File: src/rtl/lsu_ctrl_pkg.sv
// Shared LSU definitions: funct3 codes, exception causes, FSM encoding
// and the access-fault decode used at accept time.
package lsu_ctrl_pkg;

    localparam logic [2:0] F3_B  = 3'b000;
    localparam logic [2:0] F3_H  = 3'b001;
    localparam logic [2:0] F3_W  = 3'b010;
    localparam logic [2:0] F3_BU = 3'b100;
    localparam logic [2:0] F3_HU = 3'b101;

    typedef enum logic [1:0] {
        EXC_NONE     = 2'b00,
        EXC_MISALIGN = 2'b01,
        EXC_ILLEGAL  = 2'b10
    } exc_cause_e;

    typedef enum logic [2:0] {
        ST_IDLE   = 3'd0,
        ST_RD     = 3'd1,
        ST_RMW_RD = 3'd2,
        ST_RMW_WR = 3'd3,
        ST_WR     = 3'd4,
        ST_DONE   = 3'd5
    } state_e;

    // Misalignment is checked first so an odd-address HU store reports
    // misaligned rather than illegal.
    function automatic exc_cause_e decode_exc(input logic       is_store,
                                              input logic [2:0] f3,
                                              input logic [1:0] a);
        logic mis;
        logic ill;
        mis = ((f3 == F3_H || f3 == F3_HU) && a[0]) ||
              (f3 == F3_W && a != 2'b00);
        if (is_store)
            ill = !(f3 == F3_B || f3 == F3_H || f3 == F3_W);
        else
            ill = (f3 == 3'b011 || f3 == 3'b110 || f3 == 3'b111);
        if (mis)
            return EXC_MISALIGN;
        else if (ill)
            return EXC_ILLEGAL;
        return EXC_NONE;
    endfunction

endpackage

File: src/rtl/lsu_ctrl_if.sv
// Data-memory request/ack bus between the LSU (master) and memory (slave).
interface lsu_ctrl_if;
    logic        dmem_req;
    logic        dmem_we;
    logic [31:0] dmem_addr;
    logic [31:0] dmem_wdata;
    logic [31:0] dmem_rdata;
    logic        dmem_ack;

    modport master (
        output dmem_req, dmem_we, dmem_addr, dmem_wdata,
        input  dmem_rdata, dmem_ack
    );

    modport slave (
        input  dmem_req, dmem_we, dmem_addr, dmem_wdata,
        output dmem_rdata, dmem_ack
    );
endinterface

File: src/rtl/lsu_lane.sv
// Byte-lane steering: sub-word store merge into a read word, and
// sub-word load extraction with sign/zero extension.
module lsu_lane
    import lsu_ctrl_pkg::*;
(
    input  logic [2:0]  funct3,
    input  logic [1:0]  byte_off,
    input  logic [31:0] store_data,
    input  logic [31:0] mem_word,
    output logic [31:0] merged_word,
    output logic [31:0] load_data
);

    logic [7:0]  sel_b;
    logic [15:0] sel_h;

    assign sel_b = mem_word[{byte_off, 3'b000} +: 8];
    assign sel_h = byte_off[1] ? mem_word[31:16] : mem_word[15:0];

    // Store merge: overwrite only the addressed lanes of the fetched word
    always_comb begin
        merged_word = mem_word;
        case (funct3)
            F3_B: merged_word[{byte_off, 3'b000} +: 8] = store_data[7:0];
            F3_H: begin
                if (byte_off[1])
                    merged_word[31:16] = store_data[15:0];
                else
                    merged_word[15:0]  = store_data[15:0];
            end
            F3_W:    merged_word = store_data;
            default: merged_word = mem_word;
        endcase
    end

    // Load extract: pick the addressed lane, then extend
    always_comb begin
        load_data = '0;
        case (funct3)
            F3_B:    load_data = {{24{sel_b[7]}}, sel_b};
            F3_H:    load_data = {{16{sel_h[15]}}, sel_h};
            F3_W:    load_data = mem_word;
            F3_BU:   load_data = {24'h0, sel_b};
            F3_HU:   load_data = {16'h0, sel_h};
            default: load_data = '0;
        endcase
    end

endmodule

File: src/rtl/lsu_ctrl.sv
// Load/store unit controller: accepts one MEM-stage op at a time, stalls
// the pipe, runs word reads/writes (read-modify-write for SB/SH) against
// a variable-latency memory, and pulses a one-cycle completion.
module lsu_ctrl
    import lsu_ctrl_pkg::*;
#(
    parameter int DMEM_AW = 10
) (
    input  logic        clk,
    input  logic        rst,
    input  logic        ex_valid,
    input  logic        ex_load,
    input  logic        ex_store,
    input  logic [2:0]  funct3,
    input  logic [31:0] addr,
    input  logic [31:0] store_data,
    output logic        stall,
    output logic        result_valid,
    output logic [31:0] load_result,
    output logic        exc,
    output logic [1:0]  exc_cause,
    lsu_ctrl_if.master  dmem
);

    state_e      state_q, state_d;
    logic [2:0]  funct3_q, funct3_d;
    logic [1:0]  off_q, off_d;
    logic [31:0] sdata_q, sdata_d;
    exc_cause_e  cause_q, cause_d;
    logic [31:0] ld_q, ld_d;
    logic        dmem_req_q, dmem_req_d;
    logic        dmem_we_q, dmem_we_d;
    logic [31:0] dmem_addr_q, dmem_addr_d;
    logic [31:0] dmem_wdata_q, dmem_wdata_d;

    logic        accept;
    exc_cause_e  dec_cause;
    logic [31:0] lane_merge;
    logic [31:0] lane_load;
    logic        unused_addr_hi;

    // Address bits above the memory window are intentionally dropped
    assign unused_addr_hi = ^addr[31:DMEM_AW];

    assign accept    = (state_q == ST_IDLE) && ex_valid && (ex_load || ex_store);
    assign dec_cause = decode_exc(ex_store, funct3, addr[1:0]);

    lsu_lane u_lane (
        .funct3      (funct3_q),
        .byte_off    (off_q),
        .store_data  (sdata_q),
        .mem_word    (dmem.dmem_rdata),
        .merged_word (lane_merge),
        .load_data   (lane_load)
    );

    // State register; reset wins over any in-flight request
    always_ff @(posedge clk) begin
        if (rst)
            state_q <= ST_IDLE;
        else
            state_q <= state_d;
    end

    // Next-state: decode on accept, advance each memory beat on ack
    always_comb begin
        state_d = state_q;
        case (state_q)
            ST_IDLE: begin
                if (accept) begin
                    if (dec_cause != EXC_NONE)
                        state_d = ST_DONE;
                    else if (ex_load)
                        state_d = ST_RD;
                    else if (funct3 == F3_W)
                        state_d = ST_WR;
                    else
                        state_d = ST_RMW_RD;
                end
            end
            ST_RD:     if (dmem.dmem_ack) state_d = ST_DONE;
            ST_RMW_RD: if (dmem.dmem_ack) state_d = ST_RMW_WR;
            ST_RMW_WR: if (dmem.dmem_ack) state_d = ST_DONE;
            ST_WR:     if (dmem.dmem_ack) state_d = ST_DONE;
            ST_DONE:   state_d = ST_IDLE;
            default:   state_d = ST_IDLE;
        endcase
    end

    // Pipeline-facing outputs, decoded from the current state
    always_comb begin
        stall        = 1'b0;
        result_valid = 1'b0;
        exc          = 1'b0;
        exc_cause    = EXC_NONE;
        load_result  = '0;
        case (state_q)
            ST_IDLE: stall = accept && !rst;
            ST_RD, ST_RMW_RD, ST_RMW_WR, ST_WR: stall = 1'b1;
            ST_DONE: begin
                result_valid = 1'b1;
                exc          = (cause_q != EXC_NONE);
                exc_cause    = cause_q;
                load_result  = ld_q;
            end
            default: stall = 1'b0;
        endcase
    end

    // Datapath next values: latch op on accept, capture read data on ack
    always_comb begin
        funct3_d     = funct3_q;
        off_d        = off_q;
        sdata_d      = sdata_q;
        cause_d      = cause_q;
        ld_d         = ld_q;
        dmem_addr_d  = dmem_addr_q;
        dmem_wdata_d = dmem_wdata_q;
        if (accept) begin
            funct3_d     = funct3;
            off_d        = addr[1:0];
            sdata_d      = store_data;
            cause_d      = dec_cause;
            ld_d         = '0;
            dmem_addr_d  = {{(32-DMEM_AW){1'b0}}, addr[DMEM_AW-1:2], 2'b00};
            dmem_wdata_d = ex_store ? store_data : '0;
        end
        if (state_q == ST_RD && dmem.dmem_ack)
            ld_d = lane_load;
        if (state_q == ST_RMW_RD && dmem.dmem_ack)
            dmem_wdata_d = lane_merge;
        dmem_req_d = (state_d == ST_RD) || (state_d == ST_RMW_RD) ||
                     (state_d == ST_RMW_WR) || (state_d == ST_WR);
        dmem_we_d  = (state_d == ST_RMW_WR) || (state_d == ST_WR);
    end

    // Datapath and memory-request registers
    always_ff @(posedge clk) begin
        if (rst) begin
            funct3_q     <= '0;
            off_q        <= '0;
            sdata_q      <= '0;
            cause_q      <= EXC_NONE;
            ld_q         <= '0;
            dmem_req_q   <= 1'b0;
            dmem_we_q    <= 1'b0;
            dmem_addr_q  <= '0;
            dmem_wdata_q <= '0;
        end else begin
            funct3_q     <= funct3_d;
            off_q        <= off_d;
            sdata_q      <= sdata_d;
            cause_q      <= cause_d;
            ld_q         <= ld_d;
            dmem_req_q   <= dmem_req_d;
            dmem_we_q    <= dmem_we_d;
            dmem_addr_q  <= dmem_addr_d;
            dmem_wdata_q <= dmem_wdata_d;
        end
    end

    assign dmem.dmem_req   = dmem_req_q;
    assign dmem.dmem_we    = dmem_we_q;
    assign dmem.dmem_addr  = dmem_addr_q;
    assign dmem.dmem_wdata = dmem_wdata_q;

endmodule

File: src/flat_wrapper.sv
// flat-port wrapper written by rule: the top's interface ports become plain ports
module lsu_ctrl_flat import lsu_ctrl_pkg::*;
#(
    parameter int DMEM_AW = 10
)
  (clk, rst, ex_valid, ex_load, ex_store, funct3, addr, store_data, stall, result_valid, load_result, exc, exc_cause, dmem_dmem_req, dmem_dmem_we, dmem_dmem_addr, dmem_dmem_wdata, dmem_dmem_rdata, dmem_dmem_ack);
  lsu_ctrl_if dmem_i ();
  input  logic clk;
  input  logic rst;
  input  logic ex_valid;
  input  logic ex_load;
  input  logic ex_store;
  input  logic [2:0] funct3;
  input  logic [31:0] addr;
  input  logic [31:0] store_data;
  output logic stall;
  output logic result_valid;
  output logic [31:0] load_result;
  output logic exc;
  output logic [1:0] exc_cause;
  output wire logic [$bits(dmem_i.dmem_req)-1:0] dmem_dmem_req;
  output wire logic [$bits(dmem_i.dmem_we)-1:0] dmem_dmem_we;
  output wire logic [$bits(dmem_i.dmem_addr)-1:0] dmem_dmem_addr;
  output wire logic [$bits(dmem_i.dmem_wdata)-1:0] dmem_dmem_wdata;
  input wire logic [$bits(dmem_i.dmem_rdata)-1:0] dmem_dmem_rdata;
  input wire logic [$bits(dmem_i.dmem_ack)-1:0] dmem_dmem_ack;
  assign dmem_dmem_req = dmem_i.dmem_req;
  assign dmem_dmem_we = dmem_i.dmem_we;
  assign dmem_dmem_addr = dmem_i.dmem_addr;
  assign dmem_dmem_wdata = dmem_i.dmem_wdata;
  assign dmem_i.dmem_rdata = dmem_dmem_rdata;
  assign dmem_i.dmem_ack = dmem_dmem_ack;
  lsu_ctrl #(.DMEM_AW(DMEM_AW)) u_core (.clk(clk), .rst(rst), .ex_valid(ex_valid), .ex_load(ex_load), .ex_store(ex_store), .funct3(funct3), .addr(addr), .store_data(store_data), .stall(stall), .result_valid(result_valid), .load_result(load_result), .exc(exc), .exc_cause(exc_cause), .dmem(dmem_i));
endmodule
File: config.mk
export PLATFORM = sky130hd
export DESIGN_NAME = lsu_ctrl_flat
export DESIGN_NICKNAME = d
export VERILOG_FILES = /design/src/rtl/lsu_ctrl_pkg.sv /design/src/rtl/lsu_ctrl_if.sv /design/src/rtl/lsu_lane.sv /design/src/rtl/lsu_ctrl.sv /design/src/flat_wrapper.sv
export SDC_FILE = /design/constraint.sdc
export NUM_CORES = 1
export LEC_CHECK = 0
export CORE_MARGIN = 4
export CORE_UTILIZATION = 40
export CTS_BUF_LIST = sky130_fd_sc_hd__clkbuf_2
export CTS_CLUSTER_DIAMETER = 60
export DETAILED_ROUTE_END_ITERATION = 10
export GPL_TIMING_DRIVEN = 0
export PLACE_DENSITY = 0.73
export SLEW_MARGIN = 20
export SYNTH_ARGS = -nofsm -noshare
export SYNTH_HDL_FRONTEND = slang
export SYNTH_SLANG_ARGS = --single-unit
File: constraint.sdc
create_clock -name clk -period 2.3 [get_ports clk]
set_input_delay 0.46 -clock clk [delete_from_list [all_inputs] [get_ports clk]]
set_output_delay 0.46 -clock clk [all_outputs]
set_load 0.05 [all_outputs]
Yosys cells after proc, flatten, opt, wreduce, memory -nomap -nowiden
Cells that the tools add are included.
{"block": "word_totals", "wordCells": 92, "memories": 0, "input_bits": 105, "output_inout_bits": 103, "register_bits": 116, "mem_bits_ro": 0, "latchBits": 0, "ramBits": 0}
{"block": "op_classes", "n_mux": 29, "magnitude_cmp": 0, "n_eq_ne": 19, "multipliers": 0, "addsub": 1, "bitwise": 0, "n_div": 0, "shifts": 3, "n_reduce_logical": 30}
{"cell": "$mux 32", "count": 6}
{"cell": "$pmux 32 s5", "count": 1}
{"cell": "$pmux 32 s3", "count": 1}
{"cell": "$mux 16", "count": 3}
{"cell": "$bwmux 32", "count": 1}
{"cell": "$shift 8x7->32 const A", "count": 1}
{"cell": "$shiftx 32x6->8", "count": 1}
{"cell": "$shiftx 8x7->32", "count": 1}
{"cell": "$eq 3x3->1 const B", "count": 8}
{"cell": "$eq 3x2->1 const B", "count": 7}
{"cell": "$mux 3", "count": 6}
{"cell": "$eq 3x1->1 const B", "count": 4}
{"cell": "$logic_or 1x1->1", "count": 11}
{"cell": "$reduce_bool 2->1", "count": 5}
{"cell": "$logic_not 3->1", "count": 3}
{"cell": "$pmux 3 s3", "count": 1}
{"cell": "$mux 2", "count": 4}
{"cell": "$logic_and 1x1->1", "count": 7}
{"cell": "$neg 5->7", "count": 1}
{"cell": "$mux 1", "count": 5}
{"cell": "$reduce_or 4->1", "count": 1}
{"cell": "$reduce_or 3->1", "count": 1}
{"cell": "$logic_not 1->1", "count": 2}
{"cell": "$pmux 1 s2", "count": 1}

Logic depth before layout (Yosys ltp)
{"block": "logic_depth", "word_depth": 16, "depth_mapped": 9, "ltp_nobuf": 7}

Hierarchy
A second synthesis with hierarchy kept.
{"block": "hier_totals", "hier_cells": 917, "hier_area_um2": 6932.9}
{"module": "lsu_ctrl", "n_inst": 1, "area_per_inst_um2": 4807.1, "cells_each": 601, "seq_area_each_um2": 2322.2}
{"module": "lsu_lane", "n_inst": 1, "area_per_inst_um2": 2125.8, "cells_each": 316, "seq_area_each_um2": 0.0}

Least setup slack after synthesis
OpenSTA, ideal clock, no wires.
{"block": "synth_timing", "path_type": "register to output", "start": "reg u_core.state_q[1]", "end": "out load_result[22]", "required_ns": 1.840, "arrival_time_ns": 1.911, "path_buffers": 3, "stages_incl_launch_ff": 6, "path_slack_ns": -0.071, "path_cell_list": "dfxtp_1 > clkbuf_2 > and3b_1 > clkbuf_1 > clkbuf_1 > and2_1"}
{"block": "synth_between", "elab_chain_cells": 2}
{"element": "start: declaration", "line_no": "lsu_ctrl.sv:25", "text": "state_e state_q, state_d;"}
{"element": "start signal: assignment", "line_no": "lsu_ctrl.sv:62", "text": "state_q <= state_d;"}
{"element": "$eq 3x3->1", "line_no": "lsu_ctrl.sv:97", "text": "case (state_q)"}
{"element": "$mux 32", "line_no": "lsu_ctrl.sv:97"}
{"element": "end: declaration", "line_no": "flat_wrapper.sv:18", "text": "output logic [31:0] load_result;"}
Every way passes these cells.

Worst setup path in the final report
{"block": "layout_timing", "start": "reg u_core.state_q[1]", "end": "out load_result[2]"}
Same word-level chain as after synthesis.

==> results.toml <==
[min_path]
holdCritPathClass = "primary input to flop"
hold-path-endpoint = "u_core.state_q[2]"
hp-start = "rst"
hold_depth = 2

[sta]
setup_violations = 33
timing.fmax_mhz = 406
rsz0062_at_grt = "yes"
skew_ns = 0.0344
max_slew_margin_pct = 39.1
worst_pin_slew_ns = 0.910
final.period_utilization_pct = 107
maxSlewViolCount = 0
hold_violations = 0
period_minus_slack_ns = 2.46
layout_setup_ws_ns = -0.161

[grt]
grt_antenna_before_repair = 0
first_global_vias = 5915
grt.overflow.total = 0
grt_pass1_wl_um = 33000
grt.total_usage_pct = 25.8
grt_max_degree = 17

[clock_network]
clockBufferDepth = 2
cts_tree = "yes"
insertion_delay_ns = 0.74
htree_num_levels = 4
clkTransAtPathRegs_ns = 0.17
clock-sinks = 116
cts-root-buf = "clkbuf_2"
cts_buffers = 17

[status]
failed_checks = "setup timing"
status = "finished, violations left"

[yosys]
synthCells = 727
synth-main-ff-cell = "dfxtp_1"
synth_area_mm2 = 0.00585
synth-edff-count = 0
postSynthAreaPerCell_um2 = 8.04
synth-async-reset-ratio_pct = 0
synth_cell_types = 56
ys_seq_area_share_pct = 39.7
synth-seq-cells = 116
ys_warn_count = 0

[route]
drt-initial-drc-count = 832
drt-wirelength-per-cell_um = 19.6
drc_errors = 0
finalWirelength_um = 22400
vias = 6548
viasPerCell = 5.73
first_pass_iters = 8
antenna_left = 0

[floorplan]
fp.dieH_um = 129
row_count = 43
core-area_mm2 = 0.0141
dieWidth_um = 129
dieArea_mm2 = 0.0166
pin_count = 208
start_util_pct = 41.5

[setup_path]
r2r-start = "u_core.off_q[1]"
critPathArrivalTime_ns = 2.00
critPathKind = "flop to primary output"
r2r_slack_ns = 0.06
worstPathRequired_ns = 1.84
start_kind = "flop"
reg2reg_to = "u_core.ld_q[6]"
path_max_fanout = 5
r2r_cells = 8
end_kind = "primary output"

[place]
port_buffers = 160
place_inst = 1090
gp_congestion = 0.962
place_ws_ns = -0.778
place_hpwl_um = 16500

[pwr]
p_leak_uw = 0.00343
ir_worst_vdd_v = 0.000479
p_per_area_mw_per_mm2 = 629

[final_layout]
syn_to_final_growth_pct = 45.9
fin_cells = 1142
drive_gt1_share_pct = 19.9
nets = 1060
diodes = 0
n_fill_cell = 1298

[flow_run]
max-cap-violations = 0
-- worst max-delay path by stage --
stage	slack, ns	startpoint	cells past startpoint	endpoint
floorplan	0.17	u_core.off_q[1]	8	u_core.dmem.dmem_wdata[24]
global placement	-0.77	ex_store	6	stall
detailed placement	-0.78	ex_store	6	stall
CTS	-0.26	u_core.state_q[1]	5	load_result[23]
global route	-0.25	u_core.state_q[0]	5	load_result[5]
finish	-0.16	u_core.state_q[1]	5	load_result[2]
-- critical path, cell delays in order (launching register included) --
cell	delay, ns
dfxtp_4	0.40
and3b_2	0.35
buf_6	0.14
clkbuf_16	0.13
and2_4	0.14
buf_8	0.14
-- final cells by class --
| class | instances | area, µm² | area share (%) |
|---|---|---|---|
| buffer | 82 | 469 | 5.50 |
| clock buffer | 18 | 90.1 | 1.06 |
| clock inverter | 13 | 135 | 1.58 |
| inverter | 5 | 25.0 | 0.293 |
| multi-input combinational | 545 | 3290 | 38.5 |
| sequential | 116 | 2340 | 27.5 |
| tap | 180 | 225 | 2.64 |
| timing repair buffer | 183 | 1960 | 22.9 |
-- cell usage in the layout (no fill, tap or decap), types with 11 or more instances in the layout --
cell / synthesis / routed
buf_2: 16 / 15
a21oi_1: 91 / 91
o22ai_1: 11 / 11
o21ai_0: 13 / 12
nand2_1: 135 / 135
a31oi_1: 14 / 14
and2_4: 0 / 33
dlygate4sd2_1: 0 / 42
nor2_1: 22 / 21
clkbuf_2: 1 / 18
clkbuf_1: 42 / 37
dfxtp_1: 116 / 111
conb_1: 1 / 24
a22oi_1: 40 / 40
buf_4: 24 / 38
a22o_1: 22 / 22
clkdlybuf4s50_1: 0 / 81
nand3_1: 25 / 25
buf_8: 0 / 39
-- stage by stage --
stage | utilization [%] | area (µm²) | setup TNS, ns | total power (µW) | hold WS, ns
final | 60.5 | 8530 | -3.79 | 5360 | 0.175
after global routing | 60.5 | 8530 | -6.87 | 5580 | 0.141
after CTS | 58.4 | 8230 | -7.81 | 5270 | 0.156
after detailed placement | 55.1 | 7760 | -28.68 | 3930 | 0.442
after global placement | 55.1 | 7760 | -27.11 | 3920 | 0.436
after floorplan | - | 5930 | 0 | 3340 | 0.427
-- synth_stat cells (6+ instances only) --
cell,count,area (µm²)
a22o_1,22,193
and2_1,38,238
o21ai_0,13,65.1
dfxtp_1,116,2320
buf_4,24,180
o2bb2ai_1,9,78.8
nand3_1,25,125
o22ai_1,11,68.8
nor2_1,22,82.6
a221o_1,9,90.1
mux2i_1,9,90.1
clkbuf_1,42,158
a21oi_1,91,455
a222oi_1,8,80.1
nand2_1,135,507
buf_2,16,80.1
a31oi_1,14,87.6
o21ai_1,6,30.0
a22oi_1,40,300
a32oi_1,6,52.6
-- kinds of logic (layout without fill, tap and decap cells) --
| family | count (synthesis) | in the layout | share of synthesized area, % |
|---|---|---|---|
| DFF | 116 | 116 | 39.7 |
| adders and majority gates | 5 | 5 | 1.07 |
| muxes | 10 | 10 | 1.73 |
| AOI/OAI and AO/OA | 255 | 255 | 29.4 |
| other | 1 | 24 | 0.0642 |
| and+or+nand+nor | 250 | 251 | 20.2 |
| buffers and inverters | 90 | 301 | 7.81 |
-- power breakdown --
part | internal, µW | total (µW) | switching, µW | leakage (µW)
Clock | 493 | 1340 | 844 | 0.000130
Combinational | 646 | 1740 | 1090 | 0.00235
Sequential | 2160 | 2290 | 122 | 0.000948
Total | 3300 | 5360 | 2060 | 0.00343
-- layer usage --
layer	wire length (µm)	global-route usage, %	share of wire (%)
met2	9980	39.3	44
met1	9420	35.2	42
met4	815	9.88	3.6
met5	0	0	0
met3	2220	6.39	9.9
-- repair_timing --
item,in CTS,in global routing
buffers inserted,7,15
pin swaps,15,29
hold buffers,0,0
resized for setup,361,59
hold endpoints to repair,0,0
setup endpoints to repair,111,73
cloned,2,1
-- flip-flops by register name (all words and copies together) (netlist names) --
name,cells
u_core.cause_q,2
u_core.dmem.dmem_addr,8
u_core.dmem.dmem_req,1
u_core.dmem.dmem_wdata,32
u_core.dmem.dmem_we,1
u_core.funct3_q,3
u_core.ld_q,32
u_core.off_q,2
u_core.sdata_q,32
u_core.state_q,3
(Power assumes the default switching activity.)
